<file path="src/rtl/iq_interp_upsampler.sv">
// Buffers signed I/Q baseband pairs in a small FIFO and linearly interpolates them
// up by 2**LOG2_R, producing one registered output pair per clock.
module iq_interp_upsampler #(
  parameter int DATA_W     = 10,
  parameter int LOG2_R     = 3,
  parameter int FIFO_DEPTH = 4
) (
  input  logic                          clock,
  input  logic                          reset,
  input  logic                          in_valid,
  output logic                          in_ready,
  input  logic [DATA_W-1:0]             in_i,
  input  logic [DATA_W-1:0]             in_q,
  output logic                          out_valid,
  output logic [DATA_W-1:0]             out_i,
  output logic [DATA_W-1:0]             out_q,
  output logic                          underflow,
  output logic [$clog2(FIFO_DEPTH):0]   fifo_level
);

  localparam int AW = $clog2(FIFO_DEPTH);
  localparam int LW = AW + 1;
  localparam int PW = DATA_W + 1 + LOG2_R;

  typedef enum logic [1:0] {IDLE, PRIME, RUN, STALL} state_t;

  state_t                   state, state_d;
  logic [LOG2_R-1:0]        phase, phase_d;
  logic signed [DATA_W-1:0] prev_i, prev_q, next_i, next_q;
  logic [DATA_W-1:0]        mem_i [FIFO_DEPTH];
  logic [DATA_W-1:0]        mem_q [FIFO_DEPTH];
  logic [AW-1:0]            wr_ptr, rd_ptr;
  logic [LW-1:0]            level;
  logic                     full, empty, push, pop;
  logic                     ld_prev_fifo, ld_next_fifo, shift_prev;
  logic                     emit_interp, emit_hold, underflow_d;

  // y = prev + floor((next - prev) * phase / R); always between prev and next.
  function automatic logic [DATA_W-1:0] interp(input logic signed [DATA_W-1:0] a,
                                               input logic signed [DATA_W-1:0] b,
                                               input logic [LOG2_R-1:0]        ph);
    logic signed [DATA_W:0] d;
    logic signed [PW-1:0]   p;
    d = (DATA_W+1)'(b) - (DATA_W+1)'(a);
    p = PW'(d) * PW'($signed({1'b0, ph}));
    return a + DATA_W'(p >>> LOG2_R);
  endfunction

  assign full       = (level == LW'(FIFO_DEPTH));
  assign empty      = (level == '0);
  assign in_ready   = reset && !full;
  assign push       = in_valid && in_ready;
  assign fifo_level = level;

  always_comb begin
    state_d      = state;
    phase_d      = phase;
    pop          = 1'b0;
    ld_prev_fifo = 1'b0;
    ld_next_fifo = 1'b0;
    shift_prev   = 1'b0;
    emit_interp  = 1'b0;
    emit_hold    = 1'b0;
    underflow_d  = 1'b0;
    case (state)
      IDLE: begin
        if (!empty) begin
          pop          = 1'b1;
          ld_prev_fifo = 1'b1;
          state_d      = PRIME;
        end
      end
      PRIME: begin
        if (!empty) begin
          pop          = 1'b1;
          ld_next_fifo = 1'b1;
          phase_d      = '0;
          state_d      = RUN;
        end
      end
      RUN: begin
        emit_interp = 1'b1;
        phase_d     = phase + 1'b1;
        if (phase == '1) begin
          shift_prev = 1'b1;
          if (!empty) begin
            pop          = 1'b1;
            ld_next_fifo = 1'b1;
          end else begin
            state_d     = STALL;
            underflow_d = 1'b1;
          end
        end
      end
      STALL: begin
        emit_hold = 1'b1;
        if (!empty) begin
          pop          = 1'b1;
          ld_next_fifo = 1'b1;
          phase_d      = '0;
          state_d      = RUN;
        end
      end
      default: state_d = IDLE;
    endcase
  end

  always_ff @(posedge clock) begin
    if (!reset) begin
      state     <= IDLE;
      phase     <= '0;
      prev_i    <= '0;
      prev_q    <= '0;
      next_i    <= '0;
      next_q    <= '0;
      out_valid <= 1'b0;
      out_i     <= '0;
      out_q     <= '0;
      underflow <= 1'b0;
      wr_ptr    <= '0;
      rd_ptr    <= '0;
      level     <= '0;
    end else begin
      state     <= state_d;
      phase     <= phase_d;
      underflow <= underflow_d;
      if (push) wr_ptr <= wr_ptr + 1'b1;
      if (pop)  rd_ptr <= rd_ptr + 1'b1;
      if (push && !pop)      level <= level + 1'b1;
      else if (pop && !push) level <= level - 1'b1;
      // At a segment wrap prev takes the old next while next reloads from the FIFO.
      if (ld_prev_fifo) begin
        prev_i <= mem_i[rd_ptr];
        prev_q <= mem_q[rd_ptr];
      end else if (shift_prev) begin
        prev_i <= next_i;
        prev_q <= next_q;
      end
      if (ld_next_fifo) begin
        next_i <= mem_i[rd_ptr];
        next_q <= mem_q[rd_ptr];
      end
      out_valid <= emit_interp || emit_hold;
      if (emit_interp) begin
        out_i <= interp(prev_i, next_i, phase);
        out_q <= interp(prev_q, next_q, phase);
      end else if (emit_hold) begin
        out_i <= prev_i;
        out_q <= prev_q;
      end else begin
        out_i <= '0;
        out_q <= '0;
      end
    end
  end

  always_ff @(posedge clock) begin
    if (push) begin
      mem_i[wr_ptr] <= in_i;
      mem_q[wr_ptr] <= in_q;
    end
  end

endmodule

</file>
<file path="config.mk">
export PLATFORM = sky130hd
export DESIGN_NAME = iq_interp_upsampler
export DESIGN_NICKNAME = d
export VERILOG_FILES = /design/src/rtl/iq_interp_upsampler.sv
export SDC_FILE = /design/constraint.sdc
export NUM_CORES = 1
export LEC_CHECK = 0
export ABC_CLOCK_PERIOD_IN_PS = 5300
export CAP_MARGIN = 20
export CORE_MARGIN = 2
export CORE_UTILIZATION = 45
export DETAILED_ROUTE_END_ITERATION = 6
export RECOVER_POWER = 100
export SYNTH_ARGS = -nofsm -noshare
export SYNTH_HDL_FRONTEND = slang
export SYNTH_SLANG_ARGS = --single-unit
</file>
<file path="constraint.sdc">
create_clock -name clock -period 5.3 [get_ports clock]
set_input_delay 1.325 -clock clock [delete_from_list [all_inputs] [get_ports clock]]
set_output_delay 1.325 -clock clock [all_outputs]
set_load 0.01 [all_outputs]
</file>
# After elaboration in Yosys (flattened, before gate mapping)
# Memory sizes are Yosys's and may differ from the RTL's. A register that Yosys moved wholly into a read port is not among the register bits.
# Cells that the tools add are included.
[op_classes] n_bitwise=0 div=0 shifts=0 multipliers=2 n_reduce_logical=18 n_lt_le_gt_ge=0 muxes=33 addsub=9 eq_ne=9
[op_table] op="two-way mux 10 bit" count=8
[op_table] op="multiplier 11 x 4 -> 13 bit" count=2
[op_table] op="subtractor 10 x 10 -> 11 bit" count=2
[op_table] op="adder 10 bit" count=2
[op_table] op="two-way mux 2 bit" count=8
[op_table] op="two-way mux 1 bit" count=10
[op_table] op="two-way mux 3 bit" count=3
[op_table] op="!= test 2 bit, second input constant" count=4
[op_table] op="adder 3 x 1 -> 3 bit, second input constant" count=2
[op_table] op="== test 3 bit, second input constant" count=2
[op_table] op="one-hot mux 2 bit (3 select lines)" count=1
[op_table] op="one-hot mux 3 bit (2 select lines)" count=1
[op_table] op="nonzero test 2 bit" count=3
[op_table] op="adder 2 x 1 -> 2 bit, second input constant" count=2
[op_table] op="== test 2 bit, second input constant" count=2
[op_table] op="logical AND 1 bit" count=4
[op_table] op="one-hot mux 1 bit (2 select lines)" count=2
[op_table] op="AND reduction 4 bit" count=1
[op_table] op="zero test 1 bit" count=3
[op_table] op="zero test 3 bit" count=1
[op_table] op="AND reduction 3 bit" count=1
[op_table] op="OR reduction 3 bit" count=1
[op_table] op="subtractor 3 x 1 -> 3 bit, second input constant" count=1
[op_table] op="== test 2 x 1 -> 1 bit, second input constant" count=1
[op_table] op="other kinds (4)" count=4
[word_totals] register_bits=74 romBits=0 output_inout_bits=26 elab_cells=86 ram_bits=80 memories=2 in_bits=23 latch_bits=0
[memory_table] memory="mem_i" words=4 word_bits=10 read_ports=1 rd_clocked_by_memory_dff=1 write_ports=1 line="30" text="logic [DATA_W-1:0] mem_i [FIFO_DEPTH];"
[memory_table] memory="mem_q" words=4 word_bits=10 read_ports=1 rd_clocked_by_memory_dff=1 write_ports=1 line="31" text="logic [DATA_W-1:0] mem_q [FIFO_DEPTH];"

# Depth between registers and ports, before layout
[logic_depth] depth_word=8 depth_mapped=27 mapped_depth_nobuf=27

# Worst setup path before layout
# OpenSTA, ideal clock, no wires.
[synth_timing] path_kind="flip-flop to flip-flop" from="register prev_i[0]" to="register out_i[9]" arrival_time_ps=5174 n_path_buf=0 path_slack_ps=54 path_stages_with_launch=25 required_time_ps=5228 synth_period_minus_slack_ps=5246 cell_sequence="dfxtp_1 -> ha_1 -> inv_1 -> fa_1 -> xor2_1 -> and2_1 -> ha_1 -> inv_1 -> fa_1 -> inv_1 -> ha_1 -> a41o_1 -> a21o_1 -> a211oi_1 -> o21bai_1 -> a21oi_1 -> xnor2_1 -> ha_1 -> a21oi_1 -> nand2_1 -> and3_1 -> a221o_1 -> and4_4 -> nor4_1 -> mux2i_1"
[synth_via] elab_chain_len=4
[synth_lines] item="start, declared" line="29" text="logic signed [DATA_W-1:0] prev_i, prev_q, next_i, next_q;"
[synth_lines] item="start signal, assigned" line="133" text="prev_i <= mem_i[rd_ptr];"
[synth_lines] item="start signal, assigned" line="136" text="prev_i <= next_i;"
[synth_lines] item="subtractor 10 x 10 -> 11 bit" line="44" text="d = (DATA_W+1)'(b) - (DATA_W+1)'(a);"
[synth_lines] item="multiplier 11 x 4 -> 13 bit" line="45" text="p = PW'(d) * PW'($signed({1'b0, ph}));"
[synth_lines] item="adder 10 bit *" line="46" text="return a + DATA_W'(p >>> LOG2_R);"
[synth_lines] item="two-way mux 10 bit *" line="144" text="if (emit_interp) begin"
[synth_lines] item="end signal, assigned" line="145" text="out_i <= interp(prev_i, next_i, phase);"
[synth_lines] item="end signal, assigned" line="148" text="out_i <= prev_i;"
[synth_lines] item="end, declared" line="15" text="output logic [DATA_W-1:0] out_i,"
# Mark *: on every way between the ends. The rest lies on a longest branch, timed or not.
# A chain may end at the register's enable or synchronous reset.

# Worst setup path in the final report
[layout_timing] from="register next_i[0] (read register of mem_i)" to="register out_i[9]"
[layout_via] elab_chain_len=4
[layout_lines] item="start, declared" line="29"
[layout_lines] item="subtractor 10 x 10 -> 11 bit" line="44"
[layout_lines] item="multiplier 11 x 4 -> 13 bit" line="45"
[layout_lines] item="adder 10 bit" line="46"
[layout_lines] item="two-way mux 10 bit" line="144"
# No other way between the ends.

==> out/metrics.cfg <==
[outcome]
outcome=finished with violations
failed_checks=capacitance limit, slew limit

[synth]
synthArstFlopShare_pct=0
synth_seq_area_share_pct=40.81
synthSimpleGateAreaFrac_pct=14.72
synth_top_family_by_area=adder cells
synth-seq-cells=156
synth_area_um2=9615
synth.largest_area_cell=edfxtp_1
syn_avg_cell_area_um2=9.975
muxShareOfSynthArea_pct=6.168
yosys_warnings=0
synth_edf_count=80
synthAdderAreaFrac_pct=16.27
synth_ff_type=edfxtp_1
synth.distinct_cells=57
synth_top_area_share_pct=24.98
synth_area_leaders=edfxtp_1, dfxtp_1, ha_1
synth_compound_area_share_pct=11.55
syn-num-nets=1097
syn_inst=964
synth-xor-area-share_pct=4.789

[routing]
route.vias.total=7244
post-route-drc-count=0
drt_iter0_drc=354
drt_pass1_iterations=5
wirelength_um=22160
viasPerCell=5.182
drt.antenna.violating_nets=0
drt-wirelength-per-cell_um=15.85

[floorplanning]
die_w_um=150.2
initial_utilization_pct=45.74
die-area_um2=22550
core_area_um2=21020
fp.dieH_um=150.2
ioPinCount=49
rows=53

[setup_path]
critPathCaptureType=flip-flop
required_ns=5.66
critPathKind=reg -> reg
r2r-end=out_i[9]
reg2reg_slack_ns=0.08
r2r_start=next_i[0]
critPathMaxFanout=5
r2r_cells=27
start_kind=flip-flop
critPathArrivalTime_ns=5.57

[clock_tree]
h-tree-depth=4
cts_root_buf=clkbuf_16
cts_made_buffers=17
cts_max_path_buffers=2
ctsHoldBuffers=0
clk_pin_slew_ns=0.07
cts_tree=yes
insertion_delay_ns=0.43
cts_sinks=156

[finish]
final_layout_size_suffix_gt1_share_pct=23.24
final_util_pct=58.01
final_cell_mix=buf_4, nand2_1, inv_1
final_common_cell=buf_4
fin_nets=1243
num_antenna_cells=0
area_growth_pct=26.83
stdcell_count=1398
n_fill_cell=1817

[sta]
fin_worst_skew_ns=0.007632
timing.final.crit_share_pct=98.40
setup_ws_ns=0.08467
setup_viol=0
maxSlewViolCount=55
hold_viol_final=0
max_freq_mhz=191.7
worst_pin_slew_ns=2.428
max-slew-margin-rel_pct=-61.90
rsz0062_at_grt=true
period_minus_slack_ns=5.215

[global_routing]
track_usage_pct=20.03
grt_max_degree=55
grt_pass1_vias=6847
antenna_found_initial=0
grt_overflow=0
grt_pass1_wl_um=35090

[power]
total_leakage_power_nw=5.110
p_per_area_nw_per_um2=477.5
peakVddDrop_v=0.0002919

[worst_hold_path]
hp-class=reg -> reg
min_to=next_q[5]
whs_path_depth=2
min_from=next_q[5]

[place]
dp_cells=1344
post-place-ws_ns=-0.2411
port_buffers=48
gp_congestion=0.8118
dp_hpwl_um=15840

[flow_run]
drv_cap=1

-- routing by layer --
layer	vias up	global-route usage [%]	share of wire, %
met5	-	0	0
met4	0	4.953	0.84
met3	17	2.606	2.7
met2	101	31.28	47
met1	3487	29.62	50
li1	3639	-	-
-- state kept, by name (all words and copies together) (netlist names), 3 cells and up, named ones only --
signal,flops
mem_q,40
next_i,10
phase,3
next_q,10
out_i,10
fifo_level,3
mem_i,40
out_q,10
prev_q,10
prev_i,10
-- report_power, final --
| part | internal (mW) | switching [mW] | leakage [nW] |
|---|---|---|---|
| registers | 1.44 | 0.143 | 1.35 |
| logic | 1.46 | 1.56 | 3.48 |
| clock network | 0.668 | 0.545 | 0.281 |
| total | 3.57 | 2.25 | 5.11 |
-- critical path, cell delays in order (launching register included) --
cell,delay [ns]
dfxtp_2,0.33
inv_2,0.06
ha_4,0.13
inv_2,0.03
fa_2,0.37
a211oi_2,0.21
nor2_2,0.08
o21a_1,0.19
nor2_2,0.11
xnor2_2,0.08
and2_1,0.16
ha_1,0.28
inv_2,0.04
fa_1,0.54
inv_2,0.05
ha_4,0.29
nand3_2,0.07
o211ai_1,0.25
nor2_1,0.09
xnor2_1,0.19
ha_1,0.28
o211ai_1,0.09
nand2_1,0.10
and3_4,0.20
a221o_1,0.37
and4_4,0.20
nor4_4,0.14
mux2i_1,0.20
-- per-stage QoR --
stage          area, µm²  hold slack, ns  total power [mW]  setup TNS, ns
6_report           12200          0.4764             5.823              0
4_1_cts            11830          0.4766             5.595              0
3_3_place_gp       11010          0.4688             4.215        -0.1173
5_1_grt            12200          0.4962             6.210        -0.3300
3_5_place_dp       11010          0.4673             4.239        -0.3512
2_1_floorplan       9615          0.4496             3.272              0
-- cell families (layout without fill, tap and decap cells) --
family                   Yosys count  count (layout)
AND/OR/NAND/NOR                  300             300
buffers and inverters            145             304
multiplexers                      34              34
adder cells (fa/ha/maj)          110             110
flip-flops                       156             156
XOR/XNOR                          51              51
AO/OA/AOI/OAI                    168             168
-- synthesized netlist by cell type (2+ instances only) --
master    number
buf_2          3
a211oi_2       2
and3_1         7
fa_1          25
o211ai_1       6
a311oi_1      20
o21ai_1        3
clkbuf_1      31
nor2_1        70
nand2b_1      18
dfxtp_1       76
o21bai_1       7
nor2b_1       14
or2_2          2
buf_1          4
mux2_2         2
nand3_1       27
and2_1        35
o31ai_1        3
xor2_1        14
mux2i_1       12
inv_2          2
a21oi_1       55
o21a_1         9
o22ai_1        3
a22oi_1        2
or3_1          4
a31oi_1        4
nand2_1      106
a211oi_1      11
ha_1          85
edfxtp_1      80
nor4_1         5
xnor2_1       36
a21o_1        11
mux4_2        20
o21ai_0       22
inv_1        104
nor3_1         6
-- repair_timing --
item,in CTS,in global routing
endpoints found under the hold margin,0,0
buffers inserted,14,7
gates cloned,0,0
pin swaps,37,77
gates resized for setup,37,70
setup endpoints to repair,2,5
-- how the worst max path moves through the flow --
stage	start	endpoint	depth (start not counted)
6_report	next_i[0]	out_i[9]	27
5_1_grt	next_i[0]	out_i[9]	28
4_1_cts	next_i[0]	out_i[7]	32
3_5_place_dp	next_i[0]	out_i[9]	27
3_3_place_gp	prev_i[1]	out_i[9]	26
2_1_floorplan	prev_i[0]	out_i[9]	24
-- area by class of cell --
cell class | instances | area [µm²] | share of cell area (%)
clock buffer | 18 | 429.2 | 3.519
inverter | 107 | 401.6 | 3.293
clock inverter | 14 | 152.6 | 1.252
multi-input combinational | 663 | 5593 | 45.86
tap | 275 | 344.1 | 2.821
timing repair buffer | 165 | 1344 | 11.02
sequential | 156 | 3931 | 32.24
No activity file was read; power rests on OpenSTA's default activity.
